==> config.mk <==
export PLATFORM = sky130hd
export DESIGN_NAME = hazard_stall_ctrl
export DESIGN_NICKNAME = d
export VERILOG_FILES = /design/src/rtl/hazard_stall_ctrl_pkg.sv /design/src/rtl/hazard_stall_ctrl_stage_match.sv /design/src/rtl/hazard_stall_ctrl.sv
export SDC_FILE = /design/constraint.sdc
export NUM_CORES = 1
export LEC_CHECK = 0
export CAP_MARGIN = 0
export CORE_MARGIN = 5
export CORE_UTILIZATION = 51
export CTS_BUF_LIST = sky130_fd_sc_hd__clkbuf_8
export DETAILED_ROUTE_END_ITERATION = 12
export PLACE_DENSITY = 0.84
export SETUP_SLACK_MARGIN = 0.2
export SLEW_MARGIN = 20
export SYNTH_ARGS = -nofsm -noshare
export SYNTH_HDL_FRONTEND = slang
export SYNTH_HIERARCHICAL = 1
export SYNTH_SLANG_ARGS = --single-unit
==> constraint.sdc <==
create_clock -name clk -period 2.43 [get_ports clk]
set_clock_uncertainty 0.1 [all_clocks]
set_input_delay 0.3645 -clock clk [delete_from_list [all_inputs] [get_ports clk]]
set_output_delay 0.3645 -clock clk [all_outputs]
set_load 0.01 [all_outputs]
==> src/rtl/hazard_stall_ctrl_pkg.sv <==
// Shared constants and types for the pipeline hazard / stall controller.
// Latency: n/a (package only).
// Backpressure: n/a (package only).
package hazard_stall_ctrl_pkg;

  // Register-file address length used across the core.
  localparam int REGFILE_ADDR_LEN = 4;

  // Default source/destination register-address width seen by the hazard unit.
  localparam int DEFAULT_REG_ADDR_W = REGFILE_ADDR_LEN;

  // Memory-wait supervisor states.
  typedef enum logic [1:0] {
    ST_IDLE     = 2'd0,
    ST_MEM_WAIT = 2'd1,
    ST_FAULT    = 2'd2
  } fsm_state_e;

  // Width of a forwarding select covering "register file" plus one code per stage.
  function automatic int fwd_sel_width(input int num_stages);
    return (num_stages < 1) ? 1 : $clog2(num_stages + 1);
  endfunction

endpackage

==> src/rtl/hazard_stall_ctrl_stage_match.sv <==
// Compares one ID source against every downstream producer and picks the youngest.
// Latency: purely combinational, zero cycles.
// Backpressure: none; evaluated every cycle from the current pipeline view.
module stage_match
  import hazard_stall_ctrl_pkg::*;
#(
  parameter int REG_ADDR_W = DEFAULT_REG_ADDR_W,
  parameter int NUM_STAGES = 2,
  parameter int SEL_W      = fwd_sel_width(NUM_STAGES)
) (
  input  logic                             src_used,
  input  logic [REG_ADDR_W-1:0]            src,
  input  logic [NUM_STAGES*REG_ADDR_W-1:0] dest_vec,
  input  logic [NUM_STAGES-1:0]            wb_en_vec,
  output logic [NUM_STAGES-1:0]            match,
  output logic [SEL_W-1:0]                 sel
);

  // Per-stage match; register 0 is treated like any other register.
  always_comb begin
    match = '0;
    for (int k = 0; k < NUM_STAGES; k++) begin
      match[k] = src_used & wb_en_vec[k] &
                 (dest_vec[k*REG_ADDR_W +: REG_ADDR_W] == src);
    end
  end

  // Priority select: scanning oldest to youngest lets the lowest index win.
  always_comb begin
    sel = '0;
    for (int k = NUM_STAGES - 1; k >= 0; k--) begin
      if (match[k]) begin
        sel = SEL_W'(k + 1);
      end
    end
  end

endmodule

==> src/rtl/hazard_stall_ctrl.sv <==
// RAW hazard detection, forwarding select, memory-wait freeze and stall statistics.
// Latency: stall/freeze/selects are combinational; stall_count and mem_timeout update next edge.
// Backpressure: mem_ready low freezes the whole pipe and overrides any bubble request.
module hazard_stall_ctrl
  import hazard_stall_ctrl_pkg::*;
#(
  parameter int REG_ADDR_W = DEFAULT_REG_ADDR_W,
  parameter int NUM_STAGES = 2,
  parameter int CNT_W      = 16,
  parameter int TIMEOUT    = 255
) (
  input  logic                               clk,
  input  logic                               rst,
  input  logic                               two_src,
  input  logic [REG_ADDR_W-1:0]              src1,
  input  logic [REG_ADDR_W-1:0]              src2,
  input  logic [NUM_STAGES*REG_ADDR_W-1:0]   dest_vec,
  input  logic [NUM_STAGES-1:0]              wb_en_vec,
  input  logic                               exe_mem_read,
  input  logic                               fwd_en,
  input  logic                               mem_ready,
  input  logic                               cnt_clr,
  output logic                               hazard_stall,
  output logic                               pipe_freeze,
  output logic [$clog2(NUM_STAGES+1)-1:0]    sel_src1,
  output logic [$clog2(NUM_STAGES+1)-1:0]    sel_src2,
  output logic [CNT_W-1:0]                   stall_count,
  output logic                               mem_timeout
);

  localparam int SEL_W  = $clog2(NUM_STAGES + 1);
  // Wait counter must be able to hold TIMEOUT itself, since it parks there in FAULT.
  localparam int WAIT_W = (TIMEOUT < 1) ? 1 : $clog2(TIMEOUT + 1);

  logic [NUM_STAGES-1:0] match1;
  logic [NUM_STAGES-1:0] match2;
  logic [SEL_W-1:0]      sel1_raw;
  logic [SEL_W-1:0]      sel2_raw;
  logic                  raw_hazard;

  fsm_state_e        state_q,       state_d;
  logic [WAIT_W-1:0] wait_cnt_q,    wait_cnt_d;
  logic              mem_timeout_q, mem_timeout_d;
  logic [CNT_W-1:0]  stall_cnt_q,   stall_cnt_d;

  stage_match #(
    .REG_ADDR_W (REG_ADDR_W),
    .NUM_STAGES (NUM_STAGES),
    .SEL_W      (SEL_W)
  ) u_match_src1 (
    .src_used  (1'b1),
    .src       (src1),
    .dest_vec  (dest_vec),
    .wb_en_vec (wb_en_vec),
    .match     (match1),
    .sel       (sel1_raw)
  );

  stage_match #(
    .REG_ADDR_W (REG_ADDR_W),
    .NUM_STAGES (NUM_STAGES),
    .SEL_W      (SEL_W)
  ) u_match_src2 (
    .src_used  (two_src),
    .src       (src2),
    .dest_vec  (dest_vec),
    .wb_en_vec (wb_en_vec),
    .match     (match2),
    .sel       (sel2_raw)
  );

  // Hazard/freeze decode: with forwarding only an EXE load can't be bypassed.
  always_comb begin
    if (fwd_en) begin
      raw_hazard = exe_mem_read & (match1[0] | match2[0]);
      sel_src1   = sel1_raw;
      sel_src2   = sel2_raw;
    end else begin
      raw_hazard = (|match1) | (|match2);
      sel_src1   = '0;
      sel_src2   = '0;
    end
    pipe_freeze  = ~mem_ready;
    hazard_stall = raw_hazard & ~pipe_freeze;
  end

  // Memory-wait supervisor next state: count wait cycles, trip a sticky fault.
  always_comb begin
    state_d       = state_q;
    wait_cnt_d    = wait_cnt_q;
    mem_timeout_d = mem_timeout_q;
    case (state_q)
      ST_IDLE: begin
        if (!mem_ready) begin
          state_d    = ST_MEM_WAIT;
          wait_cnt_d = '0;
        end
      end
      ST_MEM_WAIT: begin
        if (mem_ready) begin
          state_d = ST_IDLE;
        end else begin
          wait_cnt_d = wait_cnt_q + WAIT_W'(1);
          if (wait_cnt_q == WAIT_W'(TIMEOUT - 1)) begin
            state_d       = ST_FAULT;
            mem_timeout_d = 1'b1;
          end
        end
      end
      ST_FAULT: begin
        if (mem_ready) begin
          state_d = ST_IDLE;
        end
      end
      default: begin
        state_d = ST_IDLE;
      end
    endcase
  end

  // Supervisor state, wait counter and fault flag registers.
  always_ff @(posedge clk or posedge rst) begin
    if (rst) begin
      state_q       <= ST_IDLE;
      wait_cnt_q    <= '0;
      mem_timeout_q <= 1'b0;
    end else begin
      state_q       <= state_d;
      wait_cnt_q    <= wait_cnt_d;
      mem_timeout_q <= mem_timeout_d;
    end
  end

  // Stall statistics: clear beats increment, count saturates at all-ones.
  always_comb begin
    stall_cnt_d = stall_cnt_q;
    if (cnt_clr) begin
      stall_cnt_d = '0;
    end else if ((hazard_stall | pipe_freeze) && (stall_cnt_q != {CNT_W{1'b1}})) begin
      stall_cnt_d = stall_cnt_q + CNT_W'(1);
    end
  end

  // Stall counter register.
  always_ff @(posedge clk or posedge rst) begin
    if (rst) begin
      stall_cnt_q <= '0;
    end else begin
      stall_cnt_q <= stall_cnt_d;
    end
  end

  assign stall_count = stall_cnt_q;
  assign mem_timeout = mem_timeout_q;

endmodule

==> summary.md, run 1 <==
| Metric | Value |
|---|---|
| Detailed-route wire length | 5.36 mm |
| Transition time at the pin with the least slew margin | 0.748 ns |
| Number of antenna violations at the first check in global routing | 0 |
| Fill cells | 247 |
| Number of input and output port buffers inserted | 47 |
| Via density per instance | 5.99 |
| DRT Pass-1 Iters | 4 |
| LEAKAGE | 1.08 nW |
| Count of max-cap constraint violations | 0 |
| Detailed-route via count | 1906 |
| Relative area change from synthesis to final layout | 43.2% |
| Largest net degree at the start of global routing | 28 |
| Setup repair after global routing missed its margin | true |
| Cells after synthesis | 206 |
| Number of failing setup endpoints in the final timing report | 0 |
| Slowest stage cell on the critical path | or4_4 |
| Number of buffers created by CTS | 3 |
| Slew headroom | 0.500 |
| Top FF cell, synth | dfrtp_1 |
| EDFF count, synth | 0 |
| Outcome | complete, no violations |
| Critical path launch point | src1[1] |
| Maximum vdd ir drop | 0.383 mV |
| Fraction of registers with async set or reset after synthesis | 1.00 |
| Share of the core filled with cells in the final layout | 0.742 |
| Root buffer cell | clkbuf_8 |
| Highest clock frequency the design can meet | 0.439 GHz |
| Area of the multi-input gates | 0.00123 mm^2 |
| Detailed-route wire length per cell | 16.9 um |
| Cell Area, Placed | 0.00244 mm^2 |
| Final setup slack of the worst path | 0.150 ns |
| Share of post-route cells with drive strength above 1 | 0.285 |
| Cells along the critical path | clkdlybuf4s15_2 -> buf_4 -> xor2_2 -> nor4_2 -> or4_4 -> nand2_2 -> a21oi_2 -> buf_2 |
| Worst hold path class | primary input to async pin |
| Drt drc | 0 |
| Netlist area before placement | 0.00185 mm^2 |
| Sequential share of power | 0.505 |
| Sequential area share after synthesis | 0.364 |
| Final hold slack | 0.330 ns |
| Estimated wirelength of the detail-placed design | 3.55 mm |
| Combined flip-flop and latch cell area | 676 um^2 |
| Worst setup path endpoint | hazard_stall |
| Most frequent standard cell in the layout excluding fill and tap cells | dfrtp_1 |
| Count of H-tree levels built during CTS | 1 |
| I/O pins | 48 |
| Fin. Hold Viols | 0 |
| Tcrit/Tclk final | 0.938 |
| Final critical delay including setup and external delays | 2.28 ns |
| Clk pin slew, worst setup/hold paths | 0.09 ns |
| Syn. warnings | 6 |
| Capture instance of the worst register-to-register path | stall_count[4]$_DFFE_PP0P_ |
| Worst Reg-to-Reg Cells | 5 |
| Placement Rows | 22 |
| Maximum single-stage delay on the critical path | 0.58 ns |
| Portion of total power attributed to the clock network | 0.275 |
| Diodes inserted | 0 |
| Int Power | 0.000678 W |
| Final slew viol count | 0 |
| Remaining global-route overflow | 0 |
| Horizontal die dimension | 70.3 um |
| Distinct cells, synth | 48 |
| Die H | 70.3 um |
| Crit start category | primary input |
| Power per Cell Area | 359 mW/mm^2 |
| Post-route setup TNS | 0 ns |
| Top cell type by total area after synthesis | dfrtp_1 |
| Commonest non-fill, non-tap cells in the layout | dfrtp_1 (27), clkdlybuf4s50_1 (23), buf_4 (16) |
| Worst Setup Slack post-DPL | -0.517 ns |
| Mean instance size in the synthesized netlist | 9.00 um^2 |
| Maximum buffer depth of the clock tree | 2 |
| Crit Path Category | primary input to output port |
| Reg-to-Reg Start | stall_count[0]$_DFFE_PP0P_ |
| Number of sinks on the clock net | 27 |
| Clock Latency Late Sink | 0.28 ns |
| Area inside the core boundary | 0.00358 mm^2 |
| Logic pwr share | 0.220 |
| Highest net fanout along the worst path | 4 |
| Final std cell area, no fill | 0.00266 mm^2 |
| Initial core utilization | 0.518 |
| First DRT Iteration DRCs | 98 |
| DRT antenna net count | 0 |
| Net Switching | 0.000274 W |
| Top cell type's share of synthesized area | 0.364 |
| Flop2flop setup slack | 0.35 ns |
| Number of synthesized register bits | 27 |
| RD Place Congestion | 0.926 |
| Switching fraction of total power | 0.288 |
| Dominant cells by area after synthesis | dfrtp_1 (36%), o31ai_1 (4.9%), a21oi_1 (4.3%), or4_1 (4.0%), xor2_1 (3.8%) |
| Via count of the first global-routing pass | 1776 |
| Crit path DAT | 1.82 ns |
| GRT Total Usage | 0.211 |
| Type of destination of the critical path | output port |
| TritonCTS clock tree | done |
| Die footprint | 0.00494 mm^2 |
| Net total in the final layout | 299 |
| Wire length of the first global-routing pass | 8.61 mm |
| Worst endpoint required time | 1.97 ns |
[through the flow]
stage                     total power (W)  instances
after global placement           0.000663        306
final                            0.000953        318
after detailed placement         0.000670        306
after global routing             0.000994        318
after CTS                        0.000936        315
after floorplan                  0.000575        207
[kinds of logic after synthesis]
group / Yosys count / synth area share
AND/OR/NAND/NOR: 80 / 0.274
multiplexers: 5 / 0.0277
adder cells (fa/ha/maj): 3 / 0.0202
XOR/XNOR: 10 / 0.0472
buffers and inverters: 24 / 0.0627
flip-flops: 27 / 0.364
AO/OA/AOI/OAI: 56 / 0.202
other: 1 / 0.00202
[power by group through the flow]
stage / logic (W) / clock network, W / registers [W]
3_3_place_gp: 0.000175 / 0 / 0.000488
4_1_cts: 0.000191 / 0.000264 / 0.000480
3_5_place_dp: 0.000181 / 0 / 0.000489
6_report: 0.000210 / 0.000262 / 0.000481
5_1_grt: 0.000226 / 0.000284 / 0.000483
2_1_floorplan: 0.0000893 / 0 / 0.000486
[critical path, delay by kind of cell]
family / cells / cell delay (ns)
compound gates: 1 / 0.03
buf+inv: 3 / 0.49
xor+xnor: 1 / 0.18
simple gates: 3 / 0.75
[layer usage]
metal | track usage | routed length (um) | vias to the layer above
li1 | - | - | 906
met1 | 0.284 | 2270 | 926
met2 | 0.359 | 2780 | 68
met3 | 0.0403 | 276 | 6
met4 | 0.0255 | 40 | 0
met5 | 0 | 0 | -
[cell type report]
cell class,count,share of cell area
multi-input combinational,157,0.464
clock buffer,3,0.0156
tap,48,0.0226
inverter,14,0.0198
sequential,27,0.254
clock inverter,1,0.00189
timing repair buffer,68,0.222
[flip-flops by register name, summed over array words and instances (netlist names)]
name and cells:
stall_count 16, mem_timeout 1, state_q 2, wait_cnt_q 8
[how the worst min path moves through the flow]
stage | from | slack, ns | to | cells past startpoint
after detailed placement | mem_timeout$_DFFE_PP0P_ | 0.35 | mem_timeout$_DFFE_PP0P_ | 1
after CTS | rst | 0.35 | stall_count[14]$_DFFE_PP0P_ | 3
after floorplan | rst | 0.32 | mem_timeout$_DFFE_PP0P_ | 1
after global routing | rst | 0.38 | wait_cnt_q[5]$_DFFE_PP0P_ | 3
final | rst | 0.33 | wait_cnt_q[3]$_DFFE_PP0P_ | 3
after global placement | mem_timeout$_DFFE_PP0P_ | 0.35 | mem_timeout$_DFFE_PP0P_ | 1
[synth_stat cells (3+ instances only)]
cell type and n:
mux2i_1 4, dfrtp_1 27, and3_1 4, nor2_1 6, inv_1 14, nand2_1 15
and2_1 6, buf_2 3, nand3_1 11, or4_1 10, xor2_1 8, o22ai_1 3
o41ai_1 3, a21oi_1 16, and4_1 3, nand2b_1 3, nor4_1 3, o21ai_0 9
ha_1 3, o31ai_1 12, or3_1 5
[timing repair]
| action | CTS | global route |
|---|---|---|
| pin swaps | 19 | 16 |
| resized for setup | 82 | 30 |
| cloned | 1 | 0 |
| endpoints found under the setup margin | 21 | 19 |
| setup buffers | 4 | 3 |
| hold buffers | 0 | 0 |
(Power assumes the default switching activity.)
==> run 2: changes to the inputs <==
--- a/config.mk
+++ b/config.mk
@@ -10,6 +10,7 @@
 export CORE_UTILIZATION = 51
 export CTS_BUF_LIST = sky130_fd_sc_hd__clkbuf_8
 export DETAILED_ROUTE_END_ITERATION = 12
+export MAX_ROUTING_LAYER = met4
 export PLACE_DENSITY = 0.84
 export SETUP_SLACK_MARGIN = 0.2
 export SLEW_MARGIN = 20
==> run 2 against run 1 <==
  * Total power is 0.40% lower
  * Sequential share of layout area decreased by 0.25 points
  * Global-route usage rose by 0.58 points
  * Count of clock-buffer cells in the layout did not move
  * Worst hold slack improved by 0.0080 ns
  * Combinational power is essentially flat
  * Wire length increased by 0.37%
  * Non-clock buffer count increased by 2
  * Highest routed layer unchanged
  * Via count up 1.8%
  * Utilization up 0.73 points
  * Worst setup slack gained 0.0012 ns
==> summary.md, run 2 (synthesized netlist as in run 1, its figures left out) <==
| Metric | Value |
|---|---|
| Share of the core filled with cells in the final layout | 0.749 (+0.00734) |
| Maximum vdd ir drop | 0.390 mV (+1.8%) |
| Number of buffers created by CTS | 3 (unchanged) |
| Detailed-route wire length per cell | 16.8 um (-0.25%) |
| DRT met1 WL | 2.24 mm (-1.2%) |
| Final slew viol count | 0 (unchanged) |
| GRT Total Usage | 0.216 (+0.00585) |
| Die footprint | 0.00494 mm^2 (unchanged) |
| Count of max-cap constraint violations | 0 (unchanged) |
| Fin. Hold Viols | 0 (unchanged) |
| Worst Reg-to-Reg Cells | 5 (unchanged) |
| DRT Pass-1 Iters | 4 (unchanged) |
| Area inside the core boundary | 0.00358 mm^2 (unchanged) |
| Crit path DAT | 1.81 ns (about the same) |
| Overall power consumption | 0.000949 W (-0.40%) |
| Initial core utilization | 0.518 (unchanged) |
| Via count of the first global-routing pass | 1778 (+0.11%) |
| TritonCTS clock tree | done |
| Number of input and output port buffers inserted | 47 (unchanged) |
| Placed insts | 306 (unchanged) |
| Crit start category | primary input |
| Wire length of the first global-routing pass | 8.60 mm (about the same) |
| Remaining global-route overflow | 0 (unchanged) |
| Crit Path Category | primary input to output port |
| Number of failing setup endpoints in the final timing report | 0 (unchanged) |
| Post-route setup TNS | 0 ns (unchanged) |
| Share of post-route cells with drive strength above 1 | 0.290 (+0.00526) |
| Detailed-route wire length | 5.38 mm (+0.37%) |
| Worst hold path class | primary input to async pin |
| Count of H-tree levels built during CTS | 1 (unchanged) |
| Largest register FFs | 16 (unchanged) |
| Transition time at the pin with the least slew margin | 0.774 ns (+0.0260 ns) |
| Number of sinks on the clock net | 27 (unchanged) |
| Clock Latency Late Sink | 0.27 ns (about the same) |
| Diodes inserted | 0 (unchanged) |
| Met3 wire length | 310 um (+12%) |
| Maximum buffer depth of the clock tree | 2 (unchanged) |
| Clk pin slew, worst setup/hold paths | 0.09 ns (about the same) |
| Final std cell area, no fill | 0.00268 mm^2 (+0.99%) |
| Root buffer cell | clkbuf_8 |
| Highest clock frequency the design can meet | 0.439 GHz (about the same) |
| Setup repair after global routing missed its margin | true |
| Worst endpoint required time | 1.97 ns (about the same) |
| RD Place Congestion | 0.942 (+1.8%) |
| Number of antenna violations at the first check in global routing | 0 (unchanged) |
| Final critical delay including setup and external delays | 2.28 ns (-0.00123 ns) |
| Detailed route wirelength on metal2 | 2.72 mm (-1.9%) |
| Horizontal die dimension | 70.3 um (unchanged) |
| Placement Rows | 22 (unchanged) |
| Detailed-route via count | 1941 (+1.8%) |
| Largest net degree at the start of global routing | 28 (unchanged) |
| Cell Area, Placed | 0.00244 mm^2 (unchanged) |
| Die H | 70.3 um (unchanged) |
| Commonest non-fill, non-tap cells in the layout | dfrtp_1 (27), clkdlybuf4s50_1 (23), buf_4 (18) |
| Estimated wirelength of the detail-placed design | 3.55 mm (unchanged) |
| First DRT Iteration DRCs | 92 (-6.1%) |
| Highest net fanout along the worst path | 4 (unchanged) |
| Relative area change from synthesis to final layout | 44.6% |
| Uppermost routed layer | met4 |
| Type of destination of the critical path | output port |
| Most frequent standard cell in the layout excluding fill and tap cells | dfrtp_1 |
| Slew headroom | 0.482 (-0.0174) |
| Outcome | complete, no violations |
| Drt drc | 0 (unchanged) |
| Tcrit/Tclk final | 0.938 (about the same) |
| DRT antenna net count | 0 (unchanged) |
| LEAKAGE | 1.09 nW (+1.1%) |
| Via density per instance | 6.07 (+1.2%) |
| Net total in the final layout | 301 (+0.67%) |
| Final cell count without fillers | 320 (+0.63%) |
| Power per Cell Area | 354 mW/mm^2 (-1.4%) |
| I/O pins | 48 (unchanged) |
[run 2: cell types whose count changed in the layout (fill, tap and decap cells not counted)]
cell and delta:
buf_4 +2, a211oi_1 -1, a211oi_2 +1, o221ai_2 -1
o221ai_4 +1, o31ai_1 +1, o31ai_2 -1
[run 2: area by class of cell]
| class | count | area, um^2 |
|---|---|---|
| multi-input combinational | 157 | 1240 |
| tap | 48 | 60.1 |
| sequential | 27 | 676 |
| clock buffer | 3 | 41.3 |
| clock inverter | 1 | 5.00 |
| fill | 246 | 897 |
| inverter | 14 | 52.6 |
| timing repair buffer | 70 | 604 |
[run 2: final timing paths]
kind	start	end	slack, ns
max	src1[1]	hazard_stall	0.15
min	rst	wait_cnt_q[3]$_DFFE_PP0P_	0.34
max reg2reg	stall_count[0]$_DFFE_PP0P_	stall_count[4]$_DFFE_PP0P_	0.38
min reg2reg	mem_timeout$_DFFE_PP0P_	mem_timeout$_DFFE_PP0P_	0.38
max in group asynchronous	rst	stall_count[6]$_DFFE_PP0P_	1.63
min in group clk	mem_timeout$_DFFE_PP0P_	mem_timeout$_DFFE_PP0P_	0.38
[run 2: report_power, final]
| part | total, W | internal (W) | leakage [nW] | switching [W] |
|---|---|---|---|---|
| logic | 0.000211 | 0.000101 | 0.692 | 0.000110 |
| clock network | 0.000257 | 0.000115 | 0.0255 | 0.000142 |
| registers | 0.000481 | 0.000462 | 0.371 | 0.0000184 |
| total | 0.000949 | 0.000679 | 1.09 | 0.000270 |
[run 2: timing repair]
item                       4_1_cts  5_1_grt
hold buffers                     0        0
pin swaps                       19       22
setup buffers                    4        5
setup endpoints to repair       21       19
resized for setup               82       31
cloned                           1        0
[run 2: routing by layer]
layer  vias up  global-route usage
met5         -                   -
met4         0              0.0255
li1        907                   -
met3        20              0.0374
met2        75               0.362
met1       939               0.283
[run 2: worst max-delay path, cell delays in order]
cell             delay [ns]
clkdlybuf4s15_2        0.20
buf_4                  0.14
xor2_2                 0.18
nor4_2                 0.08
or4_4                  0.58
nand2_2                0.09
a21oi_2                0.03
buf_2                  0.15
[run 2: per-stage QoR]
stage	setup slack (ns)	hold WS [ns]
floorplan	0.204	0.317
global placement	-0.474	0.346
detailed placement	-0.517	0.348
CTS	0.191	0.352
global route	0.0830	0.385
finish	0.152	0.338
==> run 3: changes to the inputs <==
--- a/config.mk
+++ b/config.mk
@@ -7,11 +7,11 @@
 export LEC_CHECK = 0
 export CAP_MARGIN = 0
 export CORE_MARGIN = 5
-export CORE_UTILIZATION = 51
+export CORE_UTILIZATION = 54
 export CTS_BUF_LIST = sky130_fd_sc_hd__clkbuf_8
 export DETAILED_ROUTE_END_ITERATION = 12
 export MAX_ROUTING_LAYER = met4
-export PLACE_DENSITY = 0.84
+export PLACE_DENSITY = 0.88
 export SETUP_SLACK_MARGIN = 0.2
 export SLEW_MARGIN = 20
 export SYNTH_ARGS = -nofsm -noshare
==> constraint.sdc (replaced) <==
create_clock -name clk -period 2.9 [get_ports clk]
set_clock_uncertainty 0.1 [all_clocks]
set_input_delay 0.435 -clock clk [delete_from_list [all_inputs] [get_ports clk]]
set_output_delay 0.435 -clock clk [all_outputs]
set_load 0.01 [all_outputs]
==> run 3 against run 2 <==
  * Sequential power down 16%
  * Sequential share of layout area up 1.5 points
  * Wire length up 0.20%
  * First-iteration DRC count up 74%
  * Count of clock-buffer cells in the layout unchanged
  * Largest power group unchanged
  * Via count down 2.2%
  * Die area down 4.8%
  * Largest cell class unchanged
  * Total power down 19%
  * Critical path type unchanged
  * Register-to-register slack better by 0.43 ns
==> summary.md, run 3 (synthesized netlist as in run 1, its figures left out) <==
| Metric | Value |
|---|---|
| Outcome | complete, no violations |
| Clk pin slew, worst setup/hold paths | 0.09 ns (about the same) |
| Wire length of the first global-routing pass | 8.62 mm (+0.16%) |
| Final critical delay including setup and external delays | 2.65 ns |
| Via count of the first global-routing pass | 1851 (+4.1%) |
| Placement Rows | 21 (-4.5%) |
| Number of sinks on the clock net | 27 (unchanged) |
| Count of max-cap constraint violations | 0 (unchanged) |
| DRT Pass-1 Iters | 6 (+2) |
| Clock Latency Late Sink | 0.27 ns (about the same) |
| Worst setup path endpoint | hazard_stall |
| Final hold slack | 0.371 ns (+0.0337 ns) |
| Setup repair after global routing missed its margin | false |
| DRT antenna net count | 0 (unchanged) |
| First DRT Iteration DRCs | 160 (+74%) |
| LEAKAGE | 1.10 nW (+0.75%) |
| Final slew viol count | 0 (unchanged) |
| Via density per instance | 6.16 (+1.6%) |
| Number of input and output port buffers inserted | 47 (unchanged) |
| Crit path DAT | 2.11 ns (+0.30 ns) |
| Detailed-route wire length | 5.39 mm (+0.20%) |
| Net total in the final layout | 291 (-3.3%) |
| Root buffer cell | clkbuf_8 |
| Maximum vdd ir drop | 0.196 mV (-50%) |
| Share of post-route cells with drive strength above 1 | 0.145 (-0.145) |
| Crit Path Category | primary input to output port |
| Worst endpoint required time | 2.37 ns (+0.40 ns) |
| Die footprint | 0.00471 mm^2 (-4.8%) |
| Horizontal die dimension | 68.6 um (-2.4%) |
| Reg-to-Reg Start | stall_count[0]$_DFFE_PP0P_ |
| I/O pins | 48 (unchanged) |
| Highest net fanout along the worst path | 4 (unchanged) |
| Estimated wirelength of the detail-placed design | 3.61 mm (+1.9%) |
| Worst hold path class | flop to flop |
| TritonCTS clock tree | done |
| Fill cells | 247 (+0.41%) |
| Highest clock frequency the design can meet | 0.378 GHz |
| Power per Cell Area | 304 mW/mm^2 (-14%) |
| Slew headroom | 0.544 (+0.0618) |
| Die H | 68.6 um (-2.4%) |
| Relative area change from synthesis to final layout | 36.4% |
| Number of antenna violations at the first check in global routing | 0 (unchanged) |
| Largest register FFs | 16 (unchanged) |
| Largest net degree at the start of global routing | 28 (unchanged) |
| Worst Reg-to-Reg Cells | 5 (unchanged) |
| Post-route setup TNS | 0 ns (unchanged) |
| Flop2flop setup slack | 0.81 ns (+0.43 ns) |
| Commonest non-fill, non-tap cells in the layout | dfrtp_1 (27), clkdlybuf4s50_1 (26), inv_1 (15), nand2_1 (15) |
| Count of H-tree levels built during CTS | 1 (unchanged) |
| Diodes inserted | 0 (unchanged) |
| Fin. Hold Viols | 0 (unchanged) |
| Remaining global-route overflow | 0 (unchanged) |
| Maximum buffer depth of the clock tree | 2 (unchanged) |
| Share of the core filled with cells in the final layout | 0.758 (+0.00885) |
| Most frequent standard cell in the layout excluding fill and tap cells | dfrtp_1 |
| RD Place Congestion | 0.781 (-17%) |
| Initial core utilization | 0.556 (+0.0375) |
| Type of destination of the critical path | output port |
| Number of buffers created by CTS | 3 (unchanged) |
| GRT Total Usage | 0.245 (+0.0287) |
| Tcrit/Tclk final | 0.913 |
| Transition time at the pin with the least slew margin | 0.682 ns (-0.0925 ns) |
| Detailed-route via count | 1898 (-2.2%) |
| Crit start category | primary input |
| Drt drc | 0 (unchanged) |
| Capture instance of the worst register-to-register path | stall_count[11]$_DFFE_PP0P_ |
| Area inside the core boundary | 0.00334 mm^2 (-6.7%) |
| Detailed-route wire length per cell | 17.5 um (+4.1%) |
| Critical path launch point | dest_vec[2] |
| Number of failing setup endpoints in the final timing report | 0 (unchanged) |
-- run 3: area by class of cell --
class / instances / area [um^2] / share of cell area
inverter: 14 / 52.6 / 0.0208
clock inverter: 1 / 3.75 / 0.00148
clock buffer: 3 / 41.3 / 0.0163
multi-input combinational: 156 / 1120 / 0.445
timing repair buffer: 61 / 574 / 0.227
sequential: 27 / 676 / 0.267
tap: 46 / 57.6 / 0.0227
-- run 3: worst min path at each step --
stage | from | endpoint | cells past startpoint
after CTS | mem_timeout$_DFFE_PP0P_ | mem_timeout$_DFFE_PP0P_ | 1
after detailed placement | mem_timeout$_DFFE_PP0P_ | mem_timeout$_DFFE_PP0P_ | 1
final | mem_timeout$_DFFE_PP0P_ | mem_timeout$_DFFE_PP0P_ | 1
after global routing | mem_timeout$_DFFE_PP0P_ | mem_timeout$_DFFE_PP0P_ | 1
after global placement | mem_timeout$_DFFE_PP0P_ | mem_timeout$_DFFE_PP0P_ | 1
after floorplan | wait_cnt_q[6]$_DFFE_PP0P_ | wait_cnt_q[6]$_DFFE_PP0P_ | 1
-- run 3: repair_timing --
| item | CTS | global route |
|---|---|---|
| hold buffers | 0 | 0 |
| pin swaps | 6 | 5 |
| setup buffers | 4 | 0 |
| endpoints found under the setup margin | 19 | 20 |
| endpoints found under the hold margin | 0 | 0 |
| gates resized for setup | 27 | 20 |
-- run 3: metrics by stage --
stage	power (W)	cells	setup slack [ns]	instance area, um^2
2_1_floorplan	0.000479	207	0.545	1860
3_3_place_gp	0.000549	300	-0.186	2400
3_5_place_dp	0.000553	300	-0.271	2400
4_1_cts	0.000767	308	0.0261	2470
5_1_grt	0.000806	308	0.189	2530
6_report	0.000769	308	0.253	2530
-- run 3: critical path, stage by stage --
cell             delay [ns]
clkdlybuf4s15_1        0.23
a222oi_1               0.49
nor4b_4                0.31
buf_4                  0.16
or4_4                  0.14
nand2_1                0.08
a21oi_2                0.13
buf_2                  0.15
-- run 3: routing by layer --
metal  GRT usage  wire length, um
met1       0.332             2220
met2       0.379             2700
met5           -                0
met4      0.0819              180
met3      0.0308              288
-- run 3: report_power, final --
group,internal [W],switching [W]
Sequential,0.000387,0.0000152
Clock,0.0000951,0.000119
Combinational,0.0000736,0.0000788
